$ cat src/rtl/cnn_result_reader.sv
// Result memory readout engine: walks every kernel bank in address order and streams
// the words through a 2-entry elastic buffer on a valid/ready interface.
module cnn_result_reader #(
    parameter int N      = 4,
    parameter int LEN    = 16,
    parameter int DATA_W = 16,
    parameter int KW     = (N > 1) ? $clog2(N) : 1,
    parameter int AW     = (LEN > 1) ? $clog2(LEN) : 1
) (
    input  logic              clk,
    input  logic              rst,
    input  logic              start,
    output logic              rd_en,
    output logic [KW-1:0]     rd_kernel,
    output logic [AW-1:0]     rd_addr,
    input  logic [DATA_W-1:0] rd_data,
    output logic [DATA_W-1:0] out_data,
    output logic [KW-1:0]     out_kernel,
    output logic              out_valid,
    input  logic              out_ready,
    output logic              out_last,
    output logic              out_end,
    output logic              busy,
    output logic              done
);

    typedef enum logic [1:0] {IDLE, READ, DRAIN, DONE} state_t;

    localparam logic [AW-1:0] LAST_ADDR   = AW'(LEN - 1);
    localparam logic [KW-1:0] LAST_KERNEL = KW'(N - 1);

    state_t                   r_state;
    logic [KW-1:0]            r_kernel;
    logic [AW-1:0]            r_addr;

    logic                     r_inflight;
    logic [KW-1:0]            r_tagKernel;
    logic                     r_tagLast;
    logic                     r_tagEnd;

    logic [1:0][DATA_W-1:0]   r_bufData;
    logic [1:0][KW-1:0]       r_bufKernel;
    logic [1:0]               r_bufLast;
    logic [1:0]               r_bufEnd;
    logic                     r_rdPtr;
    logic                     r_wrPtr;
    logic [1:0]               r_count;

    logic                     w_pop;
    logic                     w_push;
    logic [2:0]               w_level;
    logic                     w_atLastAddr;
    logic                     w_atLastKernel;

    assign w_pop          = out_valid & out_ready;
    assign w_push         = r_inflight;
    assign w_atLastAddr   = (r_addr == LAST_ADDR);
    assign w_atLastKernel = (r_kernel == LAST_KERNEL);

    // Words already buffered or in flight, minus the one leaving now, must leave room for one more.
    assign w_level = {1'b0, r_count} + {2'b00, r_inflight} - {2'b00, w_pop};

    assign rd_en     = (r_state == READ) && (w_level < 3'd2);
    assign rd_kernel = r_kernel;
    assign rd_addr   = r_addr;
    assign busy      = (r_state == READ) || (r_state == DRAIN);
    assign done      = (r_state == DONE);

    assign out_valid  = (r_count != 2'd0);
    assign out_data   = r_bufData[r_rdPtr];
    assign out_kernel = r_bufKernel[r_rdPtr];
    assign out_last   = r_bufLast[r_rdPtr];
    assign out_end    = r_bufEnd[r_rdPtr];

    always_ff @(posedge clk or negedge rst) begin
        if (!rst) begin
            r_state  <= IDLE;
            r_kernel <= '0;
            r_addr   <= '0;
        end else begin
            case (r_state)
                IDLE: begin
                    if (start) begin
                        r_state  <= READ;
                        r_kernel <= '0;
                        r_addr   <= '0;
                    end
                end
                READ: begin
                    if (rd_en) begin
                        if (w_atLastAddr) begin
                            r_addr <= '0;
                            if (w_atLastKernel) begin
                                r_kernel <= '0;
                                r_state  <= DRAIN;
                            end else begin
                                r_kernel <= r_kernel + KW'(1);
                            end
                        end else begin
                            r_addr <= r_addr + AW'(1);
                        end
                    end
                end
                DRAIN: begin
                    if ((r_count == 2'd0) && !r_inflight) begin
                        r_state <= DONE;
                    end
                end
                DONE: begin
                    r_state <= IDLE;
                end
                default: begin
                    r_state <= IDLE;
                end
            endcase
        end
    end

    // Tags travel with the read so they line up with rd_data one cycle later.
    always_ff @(posedge clk or negedge rst) begin
        if (!rst) begin
            r_inflight  <= 1'b0;
            r_tagKernel <= '0;
            r_tagLast   <= 1'b0;
            r_tagEnd    <= 1'b0;
        end else begin
            r_inflight <= rd_en;
            if (rd_en) begin
                r_tagKernel <= r_kernel;
                r_tagLast   <= w_atLastAddr;
                r_tagEnd    <= w_atLastAddr && w_atLastKernel;
            end
        end
    end

    always_ff @(posedge clk or negedge rst) begin
        if (!rst) begin
            r_bufData   <= '0;
            r_bufKernel <= '0;
            r_bufLast   <= '0;
            r_bufEnd    <= '0;
            r_rdPtr     <= 1'b0;
            r_wrPtr     <= 1'b0;
            r_count     <= 2'd0;
        end else begin
            if (w_push) begin
                r_bufData[r_wrPtr]   <= rd_data;
                r_bufKernel[r_wrPtr] <= r_tagKernel;
                r_bufLast[r_wrPtr]   <= r_tagLast;
                r_bufEnd[r_wrPtr]    <= r_tagEnd;
                r_wrPtr              <= ~r_wrPtr;
            end
            if (w_pop) begin
                r_rdPtr <= ~r_rdPtr;
            end
            r_count <= r_count + {1'b0, w_push} - {1'b0, w_pop};
        end
    end

endmodule

$ cat config.mk
export PLATFORM = sky130hd
export DESIGN_NAME = cnn_result_reader
export DESIGN_NICKNAME = d
export VERILOG_FILES = /design/src/rtl/cnn_result_reader.sv
export SDC_FILE = /design/constraint.sdc
export NUM_CORES = 1
export LEC_CHECK = 0
export BUFFER_PORTS_ARGS = -buffer_cell sky130_fd_sc_hd__buf_2
export CAP_MARGIN = 20
export CORE_MARGIN = 3
export CORE_UTILIZATION = 55
export DETAILED_ROUTE_END_ITERATION = 7
export GPL_TIMING_DRIVEN = 0
export PLACE_DENSITY = 0.77
export SYNTH_ARGS = -nofsm -noshare
export SYNTH_HDL_FRONTEND = slang
export SYNTH_SLANG_ARGS = --single-unit
export TNS_END_PERCENT = 10
$ cat constraint.sdc
create_clock -name clk -period 3.3 [get_ports clk]
set_input_delay 0.165 -clock clk [delete_from_list [all_inputs] [get_ports clk]]
set_output_delay 0.165 -clock clk [all_outputs]
set_load 0.02 [all_outputs]
======== Word level (Yosys, flattened, before mapping) ========
Index checks and enable logic that the tools add are counted.
operators by class
  equality and inequality tests ........... 10
  bitwise gates (word level) .............. 3
  muxes and demuxes ....................... 33
  $lt $le $gt $ge ......................... 4
  add/sub/neg operators ................... 6
  reductions and logical operators ........ 13
operators by type and width
  cell                   count
  $mux W16               3
  $bwmux W32             1
  $mux W2                12
  $demux W16 S1          1
  $mux W4                3
  $ne A2 B2 Y1 const B   4
  $pmux W2 S4            1
  $pmux W4 S2            1
  $eq A2 B2 Y1 const B   3
  $mux W1                5
  $reduce_and A5 Y1      1
  $add A4 B1 Y4 const B  1
  $bwmux W2              2
  $bwmux W4              1
  $eq A4 B4 Y1 const B   1
  $logic_and A1 B1 Y1    4
  $logic_not A2 Y1       2
  $lt A1 B2 Y1 const B   2
  $pmux W2 S2            1
  $reduce_and A4 Y1      1
  $reduce_bool A2 Y1     2
  $add A2 B1 Y3          1
  $lt A3 B2 Y1 const B   1
  $reduce_and A3 Y1      1
  13 further kinds       14
storage, ports and cells
  register bits ........................... 57
  input bits .............................. 20
  word-level logic and storage cells ...... 85

======== Logic depth before layout (Yosys ltp) ========
Gate-level depths: netlist (run 1).
  word-level depth ........................ 7
  depth in mapped cells ................... 10

======== Least setup slack after synthesis (run 1) ========
Ideal clock, no wire load.
  path type ............................... reg-to-reg
  from .................................... register r_count[1]
  to ...................................... register r_state[1]
  setup slack ............................. 600 ps
  clock period less this slack ............ 2700 ps
  stages on the path, launching flop included .. 11
  data arrival time ....................... 2573 ps
  path buffers ............................ 0
  required time ........................... 3172 ps
  cells stage by stage .................... dfrtp_1 or2_1 and2_1 ha_1 inv_1 ha_1 fa_1 xnor2_1 o21ai_2 nand4b_2 mux2_1
between the ends
  word-level cells in the longest chain between the ends .. 7
  elaborated cells between the ends (all ways) .. 11
  classes of those cells .................. add/sub: 2; order compare: 1; eq/ne: 2; bitwise: 1; reduce/logical: 5
ends and longest elaborated chain
  item                         line  RTL
  start, declared              47    logic [1:0] r_count;
  start signal, assigned       156   r_count <= r_count + {1'b0, w_push} - {1'b0, w_pop};
  $reduce_bool A2 Y1           69    assign out_valid = (r_count != 2'd0);
  named net out_valid          19    output logic out_valid,
  $and A1 B1 Y1                55    assign w_pop = out_valid & out_ready;
  named net w_pop              49    logic w_pop;
  $sub A3 B1 Y3                61    assign w_level = {1'b0, r_count} + {2'b00, r_inflight} - {2'b00, w_pop};
  $lt A3 B2 Y1                 63    assign rd_en = (r_state == READ) && (w_level < 3'd2);
  $logic_and A1 B1 Y1          63
  $ne A2 B2 Y1 (no line)       --
  $reduce_and A5 Y1 (no line)  --
  end signal, assigned         77    r_state <= IDLE;
  end signal, assigned         84    r_state <= READ;
  end signal, assigned         95    r_state <= DRAIN;
  end, declared                32    state_t r_state;
The timed path passes the listed nets, and every way through them passes these cells.
A chain may end at the register's enable or synchronous reset.

======== Final worst setup path (run 1) ========
  from .................................... register r_count[1]
  to ...................................... output rd_en
between the ends
  word-level cells in the longest chain between the ends .. 5
  elaborated cells between the ends (all ways) .. 6
  classes of those cells .................. add/sub: 2; order compare: 1; bitwise: 1; reduce/logical: 2
ends and longest elaborated chain
  item                 line  RTL
  $reduce_bool A2 Y1   69
  $and A1 B1 Y1        55
  named net w_pop      49
  $sub A3 B1 Y3        61
  $lt A3 B2 Y1         63
  $logic_and A1 B1 Y1  63
  end, declared        13    output logic rd_en,
The timed path passes the listed nets, and every way through them passes these cells.

==> run_results.csv, run 1 <==
group,metric,value,unit
run_status,status,"completed",
drt,ant_nets,0,
floorplan,die_area,0.00569,mm^2
place,port_buffers,49,
worst_hold_path,hold_path.class,"input port to flop",
clocking,clock_latency,0.33,ns
layout,final_cell_mix,"mux2_2, dfrtp_1, buf_2, clkbuf_8, inv_1",
layout,final_common_cell,"mux2_2",
floorplan,ios,50,
worst_setup_path,reg2reg_from,"r_count[1]",
worst_hold_path,min_to,"r_bufData[17]",
timing,fin_skew,0.00689,ns
global_route,antenna_found_initial,0,
layout,final_area,0.00322,mm^2
layout,antenna_cells,0,
clocking,cts.sinks,57,
synthesis,synth_cell_type_count,33,
worst_hold_path,min_path_cells,2,
timing,maxClockFrequency,0.327,GHz
clocking,cts_resized,0,
worst_setup_path,cp.required,3.13,ns
synthesis,synth-edff-count,0,
place,dpl_cell_area,0.00298,mm^2
timing,worst_slack,0.239,ns
timing,tightestPinTransition,0.478,ns
worst_setup_path,rrSetupSlack,0.47,ns
drt,wirelength,4.75,mm
clocking,clkTransAtPathRegs,0.07,ns
drt,wl_per_cell,15.1,um
power,p_per_area,1090,mW/mm^2
clocking,clockRootBuffer,"clkbuf_8",
clocking,numCtsBuffers,9,
global_route,grt_max_degree,39,
worst_setup_path,reg2regPathDepth,10,
floorplan,die_h,75.4,um
drt,drt-met1-wl,2.18,mm
layout,layout.nets,287,
synthesis,synth_seq_area_share,53.8,%
clocking,clockBufferDepth,2,
run,maxCapViolCount,0,
worst_hold_path,holdCritStartpoint,"rd_data[1]",
synthesis,synth_top_flop_cell,"dfrtp_1",
layout,layout-drive-gt1-share,53.2,%
drt,topRoutingLayerUsed,"met4",
synthesis,ys_ff_latch,57,
timing,final.min_clock_period,3.06,ns
synthesis,synth_top_area_share,53.8,%
global_route,first_global_vias,1658,
floorplan,dieWidth,75.4,um
layout,fill_cells,330,
synthesis,synth_largest_area_cell,"dfrtp_1",
drt,dr.pass1.iters,4,
power,ir_drop,0.515,mV
floorplan,initial_core_util,58.9,%
clocking,htreeDepth,3,
global_route,grt_overflow,0,
drt,drt_iter0_markers,68,
place,hpwlAfterDp,3.38,mm
synthesis,synth_area,0.00265,mm^2
timing,setup_viol,0,
floorplan,rows,24,
synthesis,yosysWarnings,0,
timing,slew_headroom,68.1,%
timing,hold_viol,0,
timing,rsz0062_at_grt,"no",
synthesis,avgSynthCellArea,13.5,um^2
worst_setup_path,timing.rr.end,"rd_addr[2]",
worst_setup_path,crit_path_max_fanout,9,
drt,routed-via-count,1685,
place,gp_congestion,0.868,
floorplan,core,0.00450,mm^2
timing,fin_crit_sh,92.8,%
drt,drcViolationCount,0,
synthesis,synth_cells,196,
worst_setup_path,criticalPathCategory,"flop to output pin",
drt,met3_length,219,um
worst_setup_path,arrival,2.90,ns
place,post-place-ws,0.483,ns
worst_setup_path,crit_path_end_kind,"output pin",
drt,met2_length,2.29,mm
timing,setup_tns,0,ns
synthesis,async_flop_share,100,%
synthesis,synthTopCellsByArea,"dfrtp_1, mux2_2, ha_1",
power,leakage,1.59,nW
timing,slew_violations,0,
layout,syn_to_final_growth,21.5,%
global_route,grt_pass1_wl,7.67,mm
drt,viasPerCell,5.35,
synthesis,synth_nets,225,
clocking,cts_tree,"yes",
global_route,grtUsageTotal,18.8,%
worst_setup_path,cp-start-kind,"flop",
synthesized netlist by cell type (2+ instances only):
| master | instances |
|---|---|
| mux2_2 | 62 |
| dfrtp_1 | 57 |
| inv_1 | 10 |
| ha_1 | 8 |
| nand2_1 | 8 |
| buf_2 | 7 |
| nor2_1 | 6 |
| o21ai_0 | 5 |
| nand3_1 | 4 |
| a22o_1 | 3 |
| xor2_1 | 3 |
| nor2b_1 | 2 |
metrics by stage:
stage               hold slack [ns]  total power [W]  std cells  util [%]
CTS                          0.0694          0.00356        315      71.5
global route                 0.0642          0.00375        315      71.5
finish                       0.0837          0.00351        315      71.5
floorplan                    -0.131          0.00238        196         -
global placement              0.413          0.00275        297      65.8
detailed placement            0.151          0.00280        298      66.2
timing repair:
item / in CTS / in global routing
setup endpoints to repair: 0 / 0
endpoints found under the hold margin: 19 / 0
setup buffers: 0 / 0
hold buffers: 1 / 0
worst max path at each step:
stage,slack (ns),startpoint,end,cells after the start
6_report,0.24,r_count[1],rd_en,10
5_1_grt,0.06,r_count[1],rd_en,10
4_1_cts,0.21,r_count[1],rd_en,10
3_5_place_dp,0.48,r_count[1],rd_addr[2],10
3_3_place_gp,0.55,r_count[1],r_state[1],10
2_1_floorplan,0.60,r_count[1],r_state[1],10
logic make-up (layout without fill, tap and decap cells):
| group | count (synthesis) | count (layout) | synth area share (%) |
|---|---|---|---|
| xor gates and xnor gates | 4 | 4 | 1.32 |
| adders and majority gates | 9 | 9 | 4.53 |
| muxes | 64 | 64 | 27.1 |
| and+or+nand+nor | 29 | 29 | 6.27 |
| buffers and inverters | 17 | 84 | 2.74 |
| AOI/OAI and AO/OA | 16 | 16 | 4.25 |
| DFF | 57 | 57 | 53.8 |
state kept, by name, summed over array words and instances, names as in the netlist:
register and cells:
r_count 2, r_bufEnd 2, r_inflight 1, rd_addr 4, r_tagKernel 2, r_tagEnd 1, r_bufData 32, r_tagLast 1
r_state 2, r_bufLast 2, r_bufKernel 4, rd_kernel 2, r_rdPtr 1, r_wrPtr 1
critical path, cell delays in order, from the launching register on:
cell     delay, ns
dfrtp_1       0.42
or2_1         0.28
and2_1        0.20
ha_1          0.27
inv_1         0.04
ha_1          0.18
fa_1          0.42
xor2_1        0.23
nand3_2       0.24
inv_1         0.12
buf_2         0.17
per-layer routing:
metal	vias up	GRT usage (%)
li1	821	-
met1	819	22.7
met2	38	30.3
met3	7	6.60
met4	0	8.16
met5	-	0
final cells by class:
type / instances / area, um^2 / area share (%)
buffer: 7 / 35.0 / 1.09
clock buffer: 11 / 151 / 4.70
clock inverter: 5 / 77.6 / 2.41
inverter: 10 / 37.5 / 1.17
multi-input combinational: 122 / 1150 / 35.8
sequential: 57 / 1430 / 44.3
tap: 52 / 65.1 / 2.02
timing repair buffer: 51 / 275 / 8.54
where the power goes:
part / internal (W) / leakage (nW) / switching [W]
logic: 0.000743 / 0.770 / 0.000831
registers: 0.00102 / 0.704 / 0.000182
clock network: 0.000463 / 0.115 / 0.000273
total: 0.00222 / 1.59 / 0.00129
No activity file was read; power rests on OpenSTA's default activity.
==> run 2, diff against run 1 <==
Settings changed: RECOVER_POWER set to 50.
==> run 2 against run 1 <==
The flow now finishes with violations (max-capacitance violations, max-slew violations). Largest power group unchanged. Largest cell class unchanged. Highest routed layer unchanged. Sequential share of layout area rose by 0.26 points. Utilization fell by 0.42 points. Hold slack better by 0.00082 ns. Register-to-register slack about the same.
==> run_results.csv, run 2 (synthesized netlist as in run 1, its figures left out) <==
group,metric,value,unit
layout,multi_input_area,0.00115,mm^2
power,leakage,1.56,nW
run_status,failed_checks,"max-capacitance violations, max-slew violations",
floorplan,die_h,75.4,um
clocking,clock_latency,0.32,ns
worst_setup_path,cp.required,3.13,ns
place,gp_congestion,0.868,
power,power,0.00350,W
drt,routed-via-count,1686,
timing,final.min_clock_period,3.06,ns
worst_setup_path,crit_path_end_kind,"output pin",
floorplan,core,0.00450,mm^2
clocking,htreeDepth,3,
layout,final_common_cell,"mux2_2",
drt,drt_iter0_markers,61,
layout,layout.nets,287,
clocking,clockRootBuffer,"clkbuf_8",
run,maxCapViolCount,1,
floorplan,initial_core_util,58.9,%
layout,final_area,0.00320,mm^2
layout,seq_area,0.00143,mm^2
layout,syn_to_final_growth,20.8,%
timing,fin_crit_sh,92.6,%
power,p_per_area,1090,mW/mm^2
timing,rsz0062_at_grt,"no",
drt,wl_per_cell,15.1,um
timing,tightestPinTransition,1.63,ns
drt,viasPerCell,5.35,
clocking,clockBufferDepth,2,
timing,setup_tns,0,ns
layout,regMostFlops,"r_bufData",
worst_setup_path,crit_path_max_fanout,9,
clocking,numCtsBuffers,9,
timing,slew_violations,39,
clocking,cts_tree,"yes",
run_status,status,"finished, violations left",
timing,setup_viol,0,
drt,ant_nets,0,
power,ir_drop,0.514,mV
clocking,clkTransAtPathRegs,0.07,ns
timing,maxClockFrequency,0.327,GHz
global_route,grtUsageTotal,18.8,%
floorplan,die_area,0.00569,mm^2
floorplan,ios,50,
global_route,grt_max_degree,39,
layout,layout-drive-gt1-share,49.4,%
worst_setup_path,arrival,2.89,ns
worst_hold_path,hold_path.class,"input port to flop",
timing,worst_slack,0.243,ns
global_route,grt_pass1_wl,7.67,mm
timing,hold_viol,0,
place,post-place-ws,0.483,ns
floorplan,dieWidth,75.4,um
layout,final_cell_mix,"mux2_2, dfrtp_1, buf_2, clkbuf_8, inv_1",
layout,fill_cells,332,
layout,final_core_util,71.1,%
floorplan,rows,24,
worst_setup_path,cp-start-kind,"flop",
drt,wirelength,4.75,mm
drt,dr.pass1.iters,4,
timing,slew_headroom,-8.98,%
drt,drcViolationCount,0,
worst_setup_path,criticalPathCategory,"flop to output pin",
clocking,postCtsSetupRepairBufs,0,
global_route,grt_overflow,0,
layout,antenna_cells,0,
place,hpwlAfterDp,3.38,mm
global_route,antenna_found_initial,0,
global_route,first_global_vias,1658,
layout,largest_reg_flops,32,
timing,fin_skew,0.00668,ns
clocking,cts.sinks,57,
place,dpl_cell_area,0.00298,mm^2
place,port_buffers,49,
## run 2: worst paths after layout
check	from	to	slack (ns)	cells after the start
worst max-delay path	r_count[1]	rd_en	0.24	10
worst max register to register	r_count[1]	rd_addr[2]	0.47	10
max in group asynchronous	rst	r_bufData[15]	0.64	3
min in group asynchronous	rst	r_bufData[19]	0.55	2
worst min-delay path	rd_data[1]	r_bufData[17]	0.08	2
worst min register to register	r_wrPtr	r_wrPtr	0.49	1
## run 2: layer usage
metal / part of all wire [%] / global-route usage, % / up-vias
met3: 4.8 / 6.60 / 7
met1: 46 / 22.7 / 817
met5: 0 / 0 / -
met2: 48 / 30.3 / 39
li1: - / - / 823
met4: 1.3 / 8.16 / 0
## run 2: final cells by class
class	count	share of cell area, %
Timing Repair Buffer	51	8.05
Clock buffer	11	4.73
Sequential cell	57	44.5
Multi-Input combinational cell	122	36.0
Buffer	7	1.05
Inverter	10	1.17
Tap cell	52	2.03
Clock inverter	5	2.42
## run 2: repair_timing
item                                   4_1_cts  5_1_grt
endpoints found under the hold margin       19        0
gates resized for setup                      0        0
hold buffers                                 1        0
## run 2: worst max-delay path: stages (launching register included)
cell,delay (ns)
dfrtp_1,0.42
or2_1,0.28
and2_1,0.20
ha_1,0.27
inv_1,0.04
ha_1,0.18
fa_1,0.42
xor2_1,0.23
nand3_2,0.23
inv_1,0.12
buf_2,0.17
## run 2: metrics by stage
| step | std cells | hold slack (ns) |
|---|---|---|
| finish | 315 | 0.0845 |
| global route | 315 | 0.0642 |
| CTS | 315 | 0.0694 |
| detailed placement | 298 | 0.151 |
| global placement | 297 | 0.413 |
| floorplan | 196 | -0.131 |
## run 2: report_power, final
group          switching [W]  internal, W  total (W)
Sequential          0.000183      0.00102    0.00120
Combinational       0.000829     0.000734    0.00156
Clock               0.000272     0.000463   0.000735
Total                0.00128      0.00221    0.00350
